===== src/rtl/uart_pkg.sv =====
// Shared types and constants for the UART frame assembler.
// Holds default frame geometry, the FSM state type and the timeout helper.
package uart_pkg;

    localparam int unsigned N_BYTES_DEFAULT = 3;
    localparam int unsigned BYTE_W_DEFAULT  = 8;

    typedef enum logic {
        IDLE,
        COLLECT
    } asm_state_t;

    // Whole-MHz clock assumed; the fractional part is dropped.
    function automatic int unsigned timeout_cycles(input int unsigned clk_hz,
                                                   input int unsigned us);
        return (clk_hz / 1_000_000) * us;
    endfunction

endpackage


===== src/rtl/uart_frame_assembler_gap_timer.sv =====
// Saturating inter-byte gap counter.
// The expired output is high while the count sits at TIMEOUT_CYCLES-1.
module gap_timer #(
    parameter int unsigned TIMEOUT_CYCLES = 27
) (
    input  logic clk,
    input  logic rst,
    input  logic clear_i,
    input  logic run_i,
    output logic expired_o
);

    localparam int unsigned TW = $clog2(TIMEOUT_CYCLES + 1);
    localparam logic [TW-1:0] LAST = TW'(TIMEOUT_CYCLES - 1);

    logic [TW-1:0] cnt_q, cnt_d;

    always_comb begin
        cnt_d = cnt_q;
        if (clear_i) begin
            cnt_d = '0;
        end else if (run_i && (cnt_q != LAST)) begin
            cnt_d = cnt_q + 1'b1;
        end
    end

    always_ff @(posedge clk or posedge rst) begin
        if (rst) begin
            cnt_q <= '0;
        end else begin
            cnt_q <= cnt_d;
        end
    end

    assign expired_o = (cnt_q == LAST);

endmodule


===== src/rtl/uart_frame_assembler.sv =====
// Packs N_BYTES received bytes into one word, first byte in the MSBs.
// Partial frames are dropped on a receiver error or an inter-byte gap timeout.
module uart_frame_assembler
    import uart_pkg::*;
#(
    parameter int unsigned CLK_FREQ_HZ = 27_000_000,
    parameter int unsigned TIMEOUT_US  = 2000,
    parameter int unsigned N_BYTES     = N_BYTES_DEFAULT,
    parameter int unsigned BYTE_W      = BYTE_W_DEFAULT
) (
    input  logic                      clk,
    input  logic                      rst,
    input  logic [BYTE_W-1:0]         uart_rx_data,
    input  logic                      rx_valid,
    input  logic                      rx_err,
    output logic [N_BYTES*BYTE_W-1:0] uart_rx_bytes,
    output logic                      bytes_valid,
    output logic                      frame_err,
    output logic                      timeout_err,
    output logic                      busy
);

    localparam int unsigned TIMEOUT_CYCLES = timeout_cycles(CLK_FREQ_HZ, TIMEOUT_US);
    localparam int unsigned FRAME_W        = N_BYTES * BYTE_W;
    localparam int unsigned PART_W         = (N_BYTES - 1) * BYTE_W;
    localparam int unsigned CNT_W          = $clog2(N_BYTES);
    localparam logic [CNT_W-1:0] LAST_CNT  = CNT_W'(N_BYTES - 1);

    asm_state_t          state_q, state_d;
    logic [CNT_W-1:0]    cnt_q, cnt_d;
    logic [PART_W-1:0]   shreg_q, shreg_d;
    logic [FRAME_W-1:0]  out_q, out_d;
    logic                bv_q, bv_d;
    logic                fe_q, fe_d;
    logic                te_q, te_d;
    logic                timer_clear;
    logic                timer_run;
    logic                timer_expired;
    logic [FRAME_W-1:0]  shifted;

    gap_timer #(
        .TIMEOUT_CYCLES(TIMEOUT_CYCLES)
    ) u_gap_timer (
        .clk      (clk),
        .rst      (rst),
        .clear_i  (timer_clear),
        .run_i    (timer_run),
        .expired_o(timer_expired)
    );

    // Full word with the new byte appended; the low part is the next partial.
    assign shifted = {shreg_q, uart_rx_data};

    always_comb begin
        state_d     = state_q;
        cnt_d       = cnt_q;
        shreg_d     = shreg_q;
        out_d       = out_q;
        bv_d        = 1'b0;
        fe_d        = 1'b0;
        te_d        = 1'b0;
        timer_clear = 1'b0;
        timer_run   = 1'b0;

        unique case (state_q)
            IDLE: begin
                timer_clear = 1'b1;
                if (rx_valid && rx_err) begin
                    fe_d = 1'b1;
                end else if (rx_valid) begin
                    shreg_d = shifted[PART_W-1:0];
                    cnt_d   = CNT_W'(1);
                    state_d = COLLECT;
                end
            end
            COLLECT: begin
                if (rx_err) begin
                    fe_d        = 1'b1;
                    cnt_d       = '0;
                    timer_clear = 1'b1;
                    state_d     = IDLE;
                end else if (rx_valid) begin
                    timer_clear = 1'b1;
                    if (cnt_q == LAST_CNT) begin
                        out_d   = shifted;
                        bv_d    = 1'b1;
                        cnt_d   = '0;
                        state_d = IDLE;
                    end else begin
                        shreg_d = shifted[PART_W-1:0];
                        cnt_d   = cnt_q + 1'b1;
                    end
                end else if (timer_expired) begin
                    te_d        = 1'b1;
                    cnt_d       = '0;
                    timer_clear = 1'b1;
                    state_d     = IDLE;
                end else begin
                    timer_run = 1'b1;
                end
            end
            default: begin
                state_d = IDLE;
            end
        endcase
    end

    always_ff @(posedge clk or posedge rst) begin
        if (rst) begin
            state_q <= IDLE;
            cnt_q   <= '0;
            shreg_q <= '0;
            out_q   <= '0;
            bv_q    <= 1'b0;
            fe_q    <= 1'b0;
            te_q    <= 1'b0;
        end else begin
            state_q <= state_d;
            cnt_q   <= cnt_d;
            shreg_q <= shreg_d;
            out_q   <= out_d;
            bv_q    <= bv_d;
            fe_q    <= fe_d;
            te_q    <= te_d;
        end
    end

    assign uart_rx_bytes = out_q;
    assign bytes_valid   = bv_q;
    assign frame_err     = fe_q;
    assign timeout_err   = te_q;
    assign busy          = (state_q == COLLECT);

endmodule

===== config.mk =====
export PLATFORM = sky130hd
export DESIGN_NAME = uart_frame_assembler
export DESIGN_NICKNAME = d
export VERILOG_FILES = /design/src/rtl/uart_pkg.sv /design/src/rtl/uart_frame_assembler_gap_timer.sv /design/src/rtl/uart_frame_assembler.sv
export SDC_FILE = /design/constraint.sdc
export NUM_CORES = 1
export LEC_CHECK = 0
export CORE_ASPECT_RATIO = 1.75
export CORE_MARGIN = 2
export CORE_UTILIZATION = 25
export CTS_CLUSTER_SIZE = 30
export DETAILED_ROUTE_END_ITERATION = 16
export HOLD_SLACK_MARGIN = 0.12
export PLACE_DENSITY_LB_ADDON = 0.2
export SYNTH_ARGS = -nofsm -noshare
export SYNTH_HDL_FRONTEND = slang
export SYNTH_SLANG_ARGS = --single-unit

===== constraint.sdc =====
create_clock -name clk -period 2.1 [get_ports clk]
set_input_delay 0.42 -clock clk [delete_from_list [all_inputs] [get_ports clk]]
set_output_delay 0.42 -clock clk [all_outputs]
set_load 0.02 [all_outputs]

==> reports/results.ini, run 1 <==
[logic_synthesis]
avgSynthCellArea_um2 = 14.0
synth-seq-area-share = 0.589
synth_area_um2 = 2630
synthCells = 188
synth_cell_types = 32
synth_flop_cell = dfrtp_1
async_flop_share = 1.00
synth_nets = 201
ys_ff_latch = 62
synth_edf_count = 0
yosys_warnings = 0

[routing]
drt-total-wl_mm = 4.96
vias_per_cell = 4.22
firstDrtPassIters = 4
wl_per_cell_um = 13.4
drcViolationCount = 0
drtIter0Drc = 48
vias = 1566
ant_nets = 0

[final_layout]
area_delta_synth_final_pct = 34.2
antenna_cells = 0
postLayoutCoreUtil = 0.345
layout.cells.non_filler = 371
fillers = 982
drive_gt1_frac = 0.283
fin_area_um2 = 3530
nets = 252

[clock_tree]
clock-sinks = 62
htree_levels = 3
cts_setup_buffers = 0
cts_tree = done
clk_path_buf_depth = 2
ctsHoldBuffers = 0
cts_inserted_buffers = 9
post_cts_resized = 0
clkLatencyLatePin_ps = 320
clock_tree.root_cell = clkbuf_16
clk_pin_slew_ps = 50

[run_status]
status = finished clean

[sta]
hold_violations = 0
slew_headroom = 0.603
drv_slew = 0
totalNegativeSetupSlack_ps = 0
fin_ws_ps = 156
skew_ps = 7.91
tightest_slew_ps = 595
fmax_mhz = 514
period_needed_ps = 1940
fin_crit_sh = 0.926
rsz0062_at_grt = false
setup_violations = 0

[global_route]
grt_pass1_wl_mm = 8.43
grt.overflow.total = 0
grt_max_degree = 27
antenna_found_initial = 0
grt_pass1_vias = 1690
grt_usage = 0.0995

[worst_setup_path]
crit-reg2reg-capture = u_gap_timer.cnt_q[10]$_DFFE_PP0P_
critical_path_arrival_ps = 1520
path_cells = clkdlybuf4s50_1
critPathKind = flop to output port
crit_family = buffers and inverters
path_buf_inv = 1
cp-end-kind = output port
path_max_fanout = 8
required_ps = 1680
cp-start-kind = flop
reg2reg_from = u_gap_timer.cnt_q[0]$_DFFE_PP0P_
reg2reg_depth = 5
slowest_stage = clkdlybuf4s50_1
rrSetupSlack_ps = 370
slowest_delay_ps = 680

[floorplanning]
initial_utilization = 0.257
num_rows = 49
die_y_um = 140
fp.coreArea_um2 = 10200
fp.dieArea_um2 = 11400
die_x_um = 81.6
pin_count = 40

[worst_hold_path]
holdCritPathClass = primary input to async pin

[place]
routabilityCongestion = 0.741
place_inst = 355
dp_slack_ps = 49.1
place_hpwl_mm = 3.43
port_buffers = 39
dpl_cell_area_um2 = 3210

[power_and_ir_drop]
peakVddDrop_v = 0.000443
powerDensity_nw_per_um2 = 1070
cellLeakagePower_nw = 1.48

[run]
maxCapViolCount = 0

## flip-flops by register name, indices dropped and copies added (netlist names)
signal	count
uart_rx_bytes	24
shreg_q	16
u_gap_timer.cnt_q	16
cnt_q	2
busy	1
bytes_valid	1
frame_err	1
timeout_err	1
## worst register-to-register path: stages (launching register included)
cell and delay, ps:
dfrtp_1 420, ha_1 260, and3_1 240, nand4_1 190, nand3_2 340, nor2_1 200
## placed cells by master (no fill, tap or decap), types with 5 or more instances in the layout
cell type / synthesis / final
mux2_4: 19 / 19
nand2_1: 5 / 5
dfrtp_1: 62 / 62
nor2_1: 19 / 19
clkbuf_16: 0 / 9
nor4_1: 6 / 6
clkdlybuf4s50_1: 0 / 39
nand3_1: 7 / 7
xnor2_1: 12 / 12
mux2_2: 21 / 21
## power breakdown
part           internal, mW  switching (mW)
sequential             1.39           0.126
clock                  1.05           0.500
combinational         0.428           0.288
total                  2.87           0.914
## cell usage after synthesis (3+ instances only)
cell     number  area, um^2
dfrtp_1      62        1550
inv_1         5        18.8
mux2_2       21         236
mux2_4       19         285
nand2_1       5        18.8
nand3_1       7        35.0
nand4_1       4        25.0
nor2_1       19        71.3
nor3_1        3        15.0
nor4_1        6        37.5
xnor2_1      12         105
## layout make-up
class                   instances  area (um^2)  share of cell area
well taps                     127          159              0.0450
flip-flops and latches         62         1550               0.439
clock buffers                  14          284              0.0804
repair buffers                 46          493               0.140
multi-input cells             114          985               0.279
clock inverters                 2         37.5              0.0106
inverters                       6         22.5             0.00638
## how the worst max path moves through the flow
stage / endpoint / cells after the start / slack, ps / startpoint
finish: busy / 1 / 160 / busy$_DFF_PP0_
global route: busy / 1 / 90 / busy$_DFF_PP0_
CTS: busy / 1 / 130 / busy$_DFF_PP0_
detailed placement: uart_rx_bytes[6]$_DFFE_PP0P_ / 6 / 50 / rx_valid
global placement: uart_rx_bytes[6]$_DFFE_PP0P_ / 6 / 60 / rx_valid
floorplan: busy$_DFF_PP0_ / 1 / 140 / rst
## cell families after synthesis
| family | Yosys count | share of synthesized area |
|---|---|---|
| flops | 62 | 0.589 |
| simple gates | 55 | 0.114 |
| mux | 40 | 0.198 |
| xor+xnor | 14 | 0.0466 |
| buf+inv | 12 | 0.0371 |
| compound gates | 4 | 0.00998 |
| fa+ha+maj | 1 | 0.00475 |
## metrics by stage
stage	hold WS [ps]	power, mW
4_1_cts	501	3.85
5_1_grt	519	3.98
3_5_place_dp	493	2.27
2_1_floorplan	469	1.92
6_report	497	3.78
3_3_place_gp	482	2.26
## per-layer routing
layer  global-route usage  share of wire
met5                    0              0
met1                0.119           0.43
met3               0.0318          0.037
met2                0.154           0.51
met4               0.0553          0.023
Power figures use the tool's default switching activity.
==> run 2: changes to the inputs <==
==> constraint.sdc (replaced) <==
create_clock -name clk -period 2.1 [get_ports clk]
set_input_delay 0.63 -clock clk [delete_from_list [all_inputs] [get_ports clk]]
set_output_delay 0.63 -clock clk [all_outputs]
set_load 0.02 [all_outputs]
==> run 2 against run 1 <==
Against the previous run: core utilization decreased by 0.22 points; highest routed layer unchanged; hold slack improved by 3.0 ps; critical endpoint is now uart_rx_bytes[4]; first-iteration DRC count increased by 120%; clock skew decreased by 1.6 ps.
==> reports/results.ini, run 2 (synthesis gave the netlist of run 1 again) <==
[worst_setup_path]
slowest_delay_ps = 620  ; -60 ps
path_cells = clkdlybuf4s50_1
crit-reg2reg-capture = u_gap_timer.cnt_q[12]$_DFFE_PP0P_
required_ps = 1470  ; -210 ps
critPathKind = flop to output port
reg2reg_depth = 5  ; unchanged
crit_family = buffers and inverters
critical_path_arrival_ps = 1320  ; -200 ps
slowest_stage = clkdlybuf4s50_1
reg2reg_from = u_gap_timer.cnt_q[11]$_DFFE_PP0P_
rrSetupSlack_ps = 490  ; +120 ps
path_max_fanout = 2  ; -6
cp-end-kind = output port
cp-start-kind = flop
path_buf_inv = 1  ; unchanged

[routing]
drt-total-wl_mm = 5.04  ; +1.6%
drtIter0Drc = 104  ; +120%
ant_nets = 0  ; unchanged
vias = 1598  ; +2.0%
drcViolationCount = 0  ; unchanged
vias_per_cell = 4.30  ; +1.8%
wl_per_cell_um = 13.5  ; +1.4%
firstDrtPassIters = 3  ; -1

[clock_tree]
htree_levels = 3  ; unchanged
clock_tree.root_cell = clkbuf_16
clk_pin_slew_ps = 50  ; about the same
clk_path_buf_depth = 2  ; unchanged
cts_setup_buffers = 0  ; unchanged
ctsHoldBuffers = 0  ; unchanged
clkLatencyLatePin_ps = 320  ; about the same
clock-sinks = 62  ; unchanged
cts_inserted_buffers = 9  ; unchanged
cts_tree = done
post_cts_resized = 1  ; +1

[global_route]
grt_max_degree = 63  ; +130%
antenna_found_initial = 0  ; unchanged
grt_pass1_vias = 1735  ; +2.7%
grt_pass1_wl_mm = 8.71  ; +3.3%
grt.overflow.total = 0  ; unchanged
grt_usage = 0.102  ; +0.00223

[sta]
rsz0062_at_grt = false
fin_crit_sh = 0.927  ; +0.00166
fmax_mhz = 514  ; -0.18%
setup_violations = 0  ; unchanged
skew_ps = 6.34  ; -1.57 ps
hold_violations = 0  ; unchanged
drv_slew = 0  ; unchanged
fin_ws_ps = 153  ; -3.48 ps
period_needed_ps = 1950  ; +3.48 ps
totalNegativeSetupSlack_ps = 0  ; unchanged
slew_headroom = 0.767  ; +0.164
tightest_slew_ps = 350  ; -245 ps

[place]
port_buffers = 39  ; unchanged
place_hpwl_mm = 3.30  ; -4.0%
routabilityCongestion = 0.720  ; -2.8%
dp_slack_ps = -161  ; -210 ps

[final_layout]
largest_reg_flops = 24  ; unchanged
nets = 253  ; +0.40%
final_common_cell = dfrtp_1
antenna_cells = 0  ; unchanged
mostFrequentLayoutCells = dfrtp_1 (62), clkdlybuf4s50_1 (38), mux2_2 (21)
area_delta_synth_final_pct = 33.3
drive_gt1_frac = 0.282  ; -0.00115
postLayoutCoreUtil = 0.343  ; -0.00220

[floorplanning]
num_rows = 49  ; unchanged
fp.dieArea_um2 = 11400  ; unchanged
die_y_um = 140  ; unchanged
initial_utilization = 0.257  ; unchanged
fp.coreArea_um2 = 10200  ; unchanged
die_x_um = 81.6  ; unchanged
pin_count = 40  ; unchanged

[worst_hold_path]
min-delay-start = shreg_q[10]$_DFFE_PP0P_
holdCritPathClass = flop to flop
holdPathEnd = uart_rx_bytes[18]$_DFFE_PP0P_
hold_path_depth = 1

[run_status]
status = finished clean

[run]
maxCapViolCount = 0  ; unchanged

[power_and_ir_drop]
powerDensity_nw_per_um2 = 1030  ; -3.4%
cellLeakagePower_nw = 1.46  ; -1.0%
peakVddDrop_v = 0.000433  ; -2.3%

run 2: cell count changes in the layout (fill, tap and decap cells not counted):
cell / before / now
buf_4: 3 / 4
bufinv_16: 1 / 0
clkbuf_1: 1 / 2
clkbuf_8: 4 / 3
clkdlybuf4s50_1: 39 / 38
clkinvlp_4: 1 / 3
dlygate4sd2_1: 0 / 1
inv_2: 2 / 1
run 2: final cells by class:
cell class	instances	area (um^2)
multi-input combinational	114	985
clock inverter	2	15.0
timing repair buffer	47	499
fill	1016	6730
inverter	6	26.3
sequential	62	1550
clock buffer	14	274
tap	127	159
run 2: worst max-delay path by stage:
stage,from,end,cells after the start
global route,uart_rx_bytes[7]$_DFFE_PP0P_,uart_rx_bytes[7],1
global placement,rx_valid,uart_rx_bytes[6]$_DFFE_PP0P_,6
CTS,uart_rx_bytes[12]$_DFFE_PP0P_,uart_rx_bytes[12],1
detailed placement,rx_valid,uart_rx_bytes[6]$_DFFE_PP0P_,6
floorplan,rx_valid,uart_rx_bytes[0]$_DFFE_PP0P_,6
finish,uart_rx_bytes[4]$_DFFE_PP0P_,uart_rx_bytes[4],1
run 2: where the power goes:
part	switching [mW]	internal (mW)	total [mW]
logic	0.289	0.428	0.717
clock network	0.502	0.895	1.40
registers	0.124	1.39	1.52
run 2: routing by layer:
layer	track usage	up-vias	wire length, um
li1	-	760	-
met1	0.118	796	2200
met2	0.164	32	2520
met3	0.0350	10	222
met4	0.0500	0	99
met5	0	-	0
run 2: metrics by stage:
stage / total power [mW] / instance area (um^2) / std cells / hold WS, ps
final: 3.63 / 3510 / 372 / 500
after floorplan: 1.92 / 2640 / 188 / 469
after global routing: 3.82 / 3510 / 372 / 521
after CTS: 3.70 / 3510 / 372 / 502
after global placement: 2.26 / 3220 / 356 / 483
after detailed placement: 2.27 / 3220 / 356 / 491
==> run 3: changes to the inputs <==
--- a/config.mk
+++ b/config.mk
@@ -5,6 +5,9 @@
 export SDC_FILE = /design/constraint.sdc
 export NUM_CORES = 1
 export LEC_CHECK = 0
+export CAP_MARGIN = 20
+export CELL_PAD_IN_SITES_DETAIL_PLACEMENT = 0
+export CELL_PAD_IN_SITES_GLOBAL_PLACEMENT = 1
 export CORE_ASPECT_RATIO = 1.75
 export CORE_MARGIN = 2
 export CORE_UTILIZATION = 25
==> constraint.sdc (replaced) <==
create_clock -name clk -period 2.1 [get_ports clk]
set_input_delay 0.63 -clock clk [delete_from_list [all_inputs] [get_ports clk]]
set_output_delay 0.63 -clock clk [all_outputs]
set_load 0.01 [all_outputs]
==> run 3 against run 2 <==
Against the previous run: critical path depth stayed put; hold slack got worse by 2.7 ps; sequential share of layout area up 0.15 points; largest power group unchanged; highest routed layer unchanged.
==> reports/results.ini, run 3 (synthesis gave the netlist of run 1 again) <==
[power_and_ir_drop]
peakVddDrop_v = 0.000409  ; -5.6%
p_sw_frac = 0.241  ; -0.0110
internal_power_mw = 2.64  ; -2.7%
p_total_mw = 3.48  ; -4.1%
power_frac_clock = 0.386  ; about the same
power.switching_uw = 840  ; -8.3%
powerDensity_nw_per_um2 = 995  ; -3.8%
cellLeakagePower_nw = 1.46  ; -0.41%
p_comb_frac = 0.180  ; -0.017
seqPwrFrac = 0.433  ; +0.015

[worst_setup_path]
critPathKind = flop to output port
path_cells = clkdlybuf4s50_1
rrSetupSlack_ps = 480  ; about the same
path_buf_inv = 1  ; unchanged
slowest_stage = clkdlybuf4s50_1
cp-start-kind = flop
crit-reg2reg-capture = u_gap_timer.cnt_q[0]$_DFFE_PP0P_
path_depth = 1  ; unchanged
reg2reg_depth = 6  ; +1
slowest_delay_ps = 590  ; -30 ps
reg2reg_from = u_gap_timer.cnt_q[0]$_DFFE_PP0P_
crit_family = buffers and inverters
path_max_fanout = 8  ; +6
required_ps = 1470  ; about the same
cp-end-kind = output port
critical_path_arrival_ps = 1360  ; +40 ps

[sta]
period_needed_ps = 1990  ; +38.8 ps
fmax_mhz = 503  ; -2.0%
fin_ws_ps = 114  ; -38.8 ps
setup_violations = 0  ; unchanged
tightest_slew_ps = 372  ; +21.4 ps
skew_ps = 4.44  ; -1.90 ps
hold_violations = 0  ; unchanged
slew_headroom = 0.752  ; -0.0148
rsz0062_at_grt = false
fin_crit_sh = 0.946  ; +0.0185
drv_slew = 0  ; unchanged

[worst_hold_path]
min-delay-start = shreg_q[13]$_DFFE_PP0P_
holdPathEnd = uart_rx_bytes[21]$_DFFE_PP0P_
holdCritPathClass = flop to flop
hold_path_depth = 1  ; unchanged

[clock_tree]
clock_tree.root_cell = clkbuf_16
clk_pin_slew_ps = 50  ; about the same
clk_path_buf_depth = 2  ; unchanged
clock-sinks = 62  ; unchanged
ctsHoldBuffers = 0  ; unchanged
cts_tree = done
htree_levels = 3  ; unchanged
clkLatencyLatePin_ps = 330  ; about the same
cts_inserted_buffers = 9  ; unchanged
cts_setup_buffers = 0  ; unchanged

[final_layout]
nets = 255  ; +0.79%
drive_gt1_frac = 0.296  ; +0.0139
fin_area_um2 = 3500  ; -0.25%
largest_reg_flops = 24  ; unchanged
fillers = 1004  ; -1.2%
final_common_cell = dfrtp_1
layout.cells.non_filler = 374  ; +0.54%
mostFrequentLayoutCells = dfrtp_1 (61), clkdlybuf4s50_1 (39), mux2_2 (21)
area_delta_synth_final_pct = 33.0
antenna_cells = 0  ; unchanged
postLayoutCoreUtil = 0.342  ; -0.000856

[run_status]
status = finished clean

[global_route]
antenna_found_initial = 0  ; unchanged
grt_pass1_vias = 1739  ; +0.23%
grt.overflow.total = 0  ; unchanged
grt_pass1_wl_mm = 8.49  ; -2.5%
grt_usage = 0.100  ; -0.00151
grt_max_degree = 35  ; -44%

[floorplanning]
num_rows = 49  ; unchanged
die_x_um = 81.6  ; unchanged
die_y_um = 140  ; unchanged
fp.dieArea_um2 = 11400  ; unchanged
fp.coreArea_um2 = 10200  ; unchanged
initial_utilization = 0.257  ; unchanged
pin_count = 40  ; unchanged

[place]
routabilityCongestion = 0.729  ; +1.2%
place_inst = 358  ; +0.56%
dpl_cell_area_um2 = 3220  ; about the same
port_buffers = 39  ; unchanged
dp_slack_ps = -157  ; +3.20 ps
place_hpwl_mm = 3.57  ; +8.4%

[routing]
firstDrtPassIters = 3  ; unchanged
drcViolationCount = 0  ; unchanged
vias_per_cell = 4.29  ; about the same
vias = 1606  ; +0.50%
drt-total-wl_mm = 5.00  ; -0.81%
drtIter0Drc = 69  ; -34%
ant_nets = 0  ; unchanged
wl_per_cell_um = 13.4  ; -1.3%

[run]
maxCapViolCount = 0  ; unchanged

-- run 3: cell types whose count changed in the layout (fill, tap and decap cells not counted), moves of 2 or more --
cell	previous run	this run
clkbuf_1	2	0
clkbuf_8	3	1
buf_4	4	7
clkinv_2	0	3
-- run 3: final cells by class --
class | instances | area, um^2 | area share
Timing Repair Buffer | 49 | 503 | 0.144
Inverter | 6 | 26.3 | 0.00751
Clock inverter | 6 | 37.5 | 0.0107
Clock buffer | 10 | 239 | 0.0683
Sequential cell | 62 | 1550 | 0.444
Tap cell | 127 | 159 | 0.0454
Multi-Input combinational cell | 114 | 983 | 0.281
-- run 3: worst max path at each step --
stage               slack [ps]                           end           start
floorplan                  420  uart_rx_bytes[0]$_DFFE_PP0P_        rx_valid
global placement          -140  uart_rx_bytes[4]$_DFFE_PP0P_        rx_valid
detailed placement        -160  uart_rx_bytes[4]$_DFFE_PP0P_        rx_valid
CTS                         90                          busy  busy$_DFF_PP0_
global route                50                          busy  busy$_DFF_PP0_
finish                     110                          busy  busy$_DFF_PP0_
-- run 3: per-stage QoR --
stage	hold slack, ps	setup TNS [ps]
3_3_place_gp	483	-2610
2_1_floorplan	469	0
6_report	497	0
3_5_place_dp	489	-2890
4_1_cts	499	0
5_1_grt	516	0
-- run 3: layer usage --
metal,vias to the layer above,routed length [um],track usage
met5,-,0,0
met4,0,147,0.0684
met2,34,2700,0.171
met3,11,202,0.0259
li1,767,-,-
met1,794,1950,0.104
-- run 3: power groups by stage --
| stage | Combinational [mW] | Sequential (mW) | Clock (mW) |
|---|---|---|---|
| floorplan | 0.275 | 1.56 | 0 |
| global placement | 0.632 | 1.53 | 0 |
| detailed placement | 0.640 | 1.54 | 0 |
| CTS | 0.641 | 1.52 | 1.39 |
| global route | 0.680 | 1.54 | 1.45 |
| finish | 0.628 | 1.51 | 1.35 |
-- run 3: what timing repair did --
action / CTS / global route
hold endpoints to repair: 0 / 0
endpoints found under the setup margin: 1 / 0
resized for setup: 1 / 0
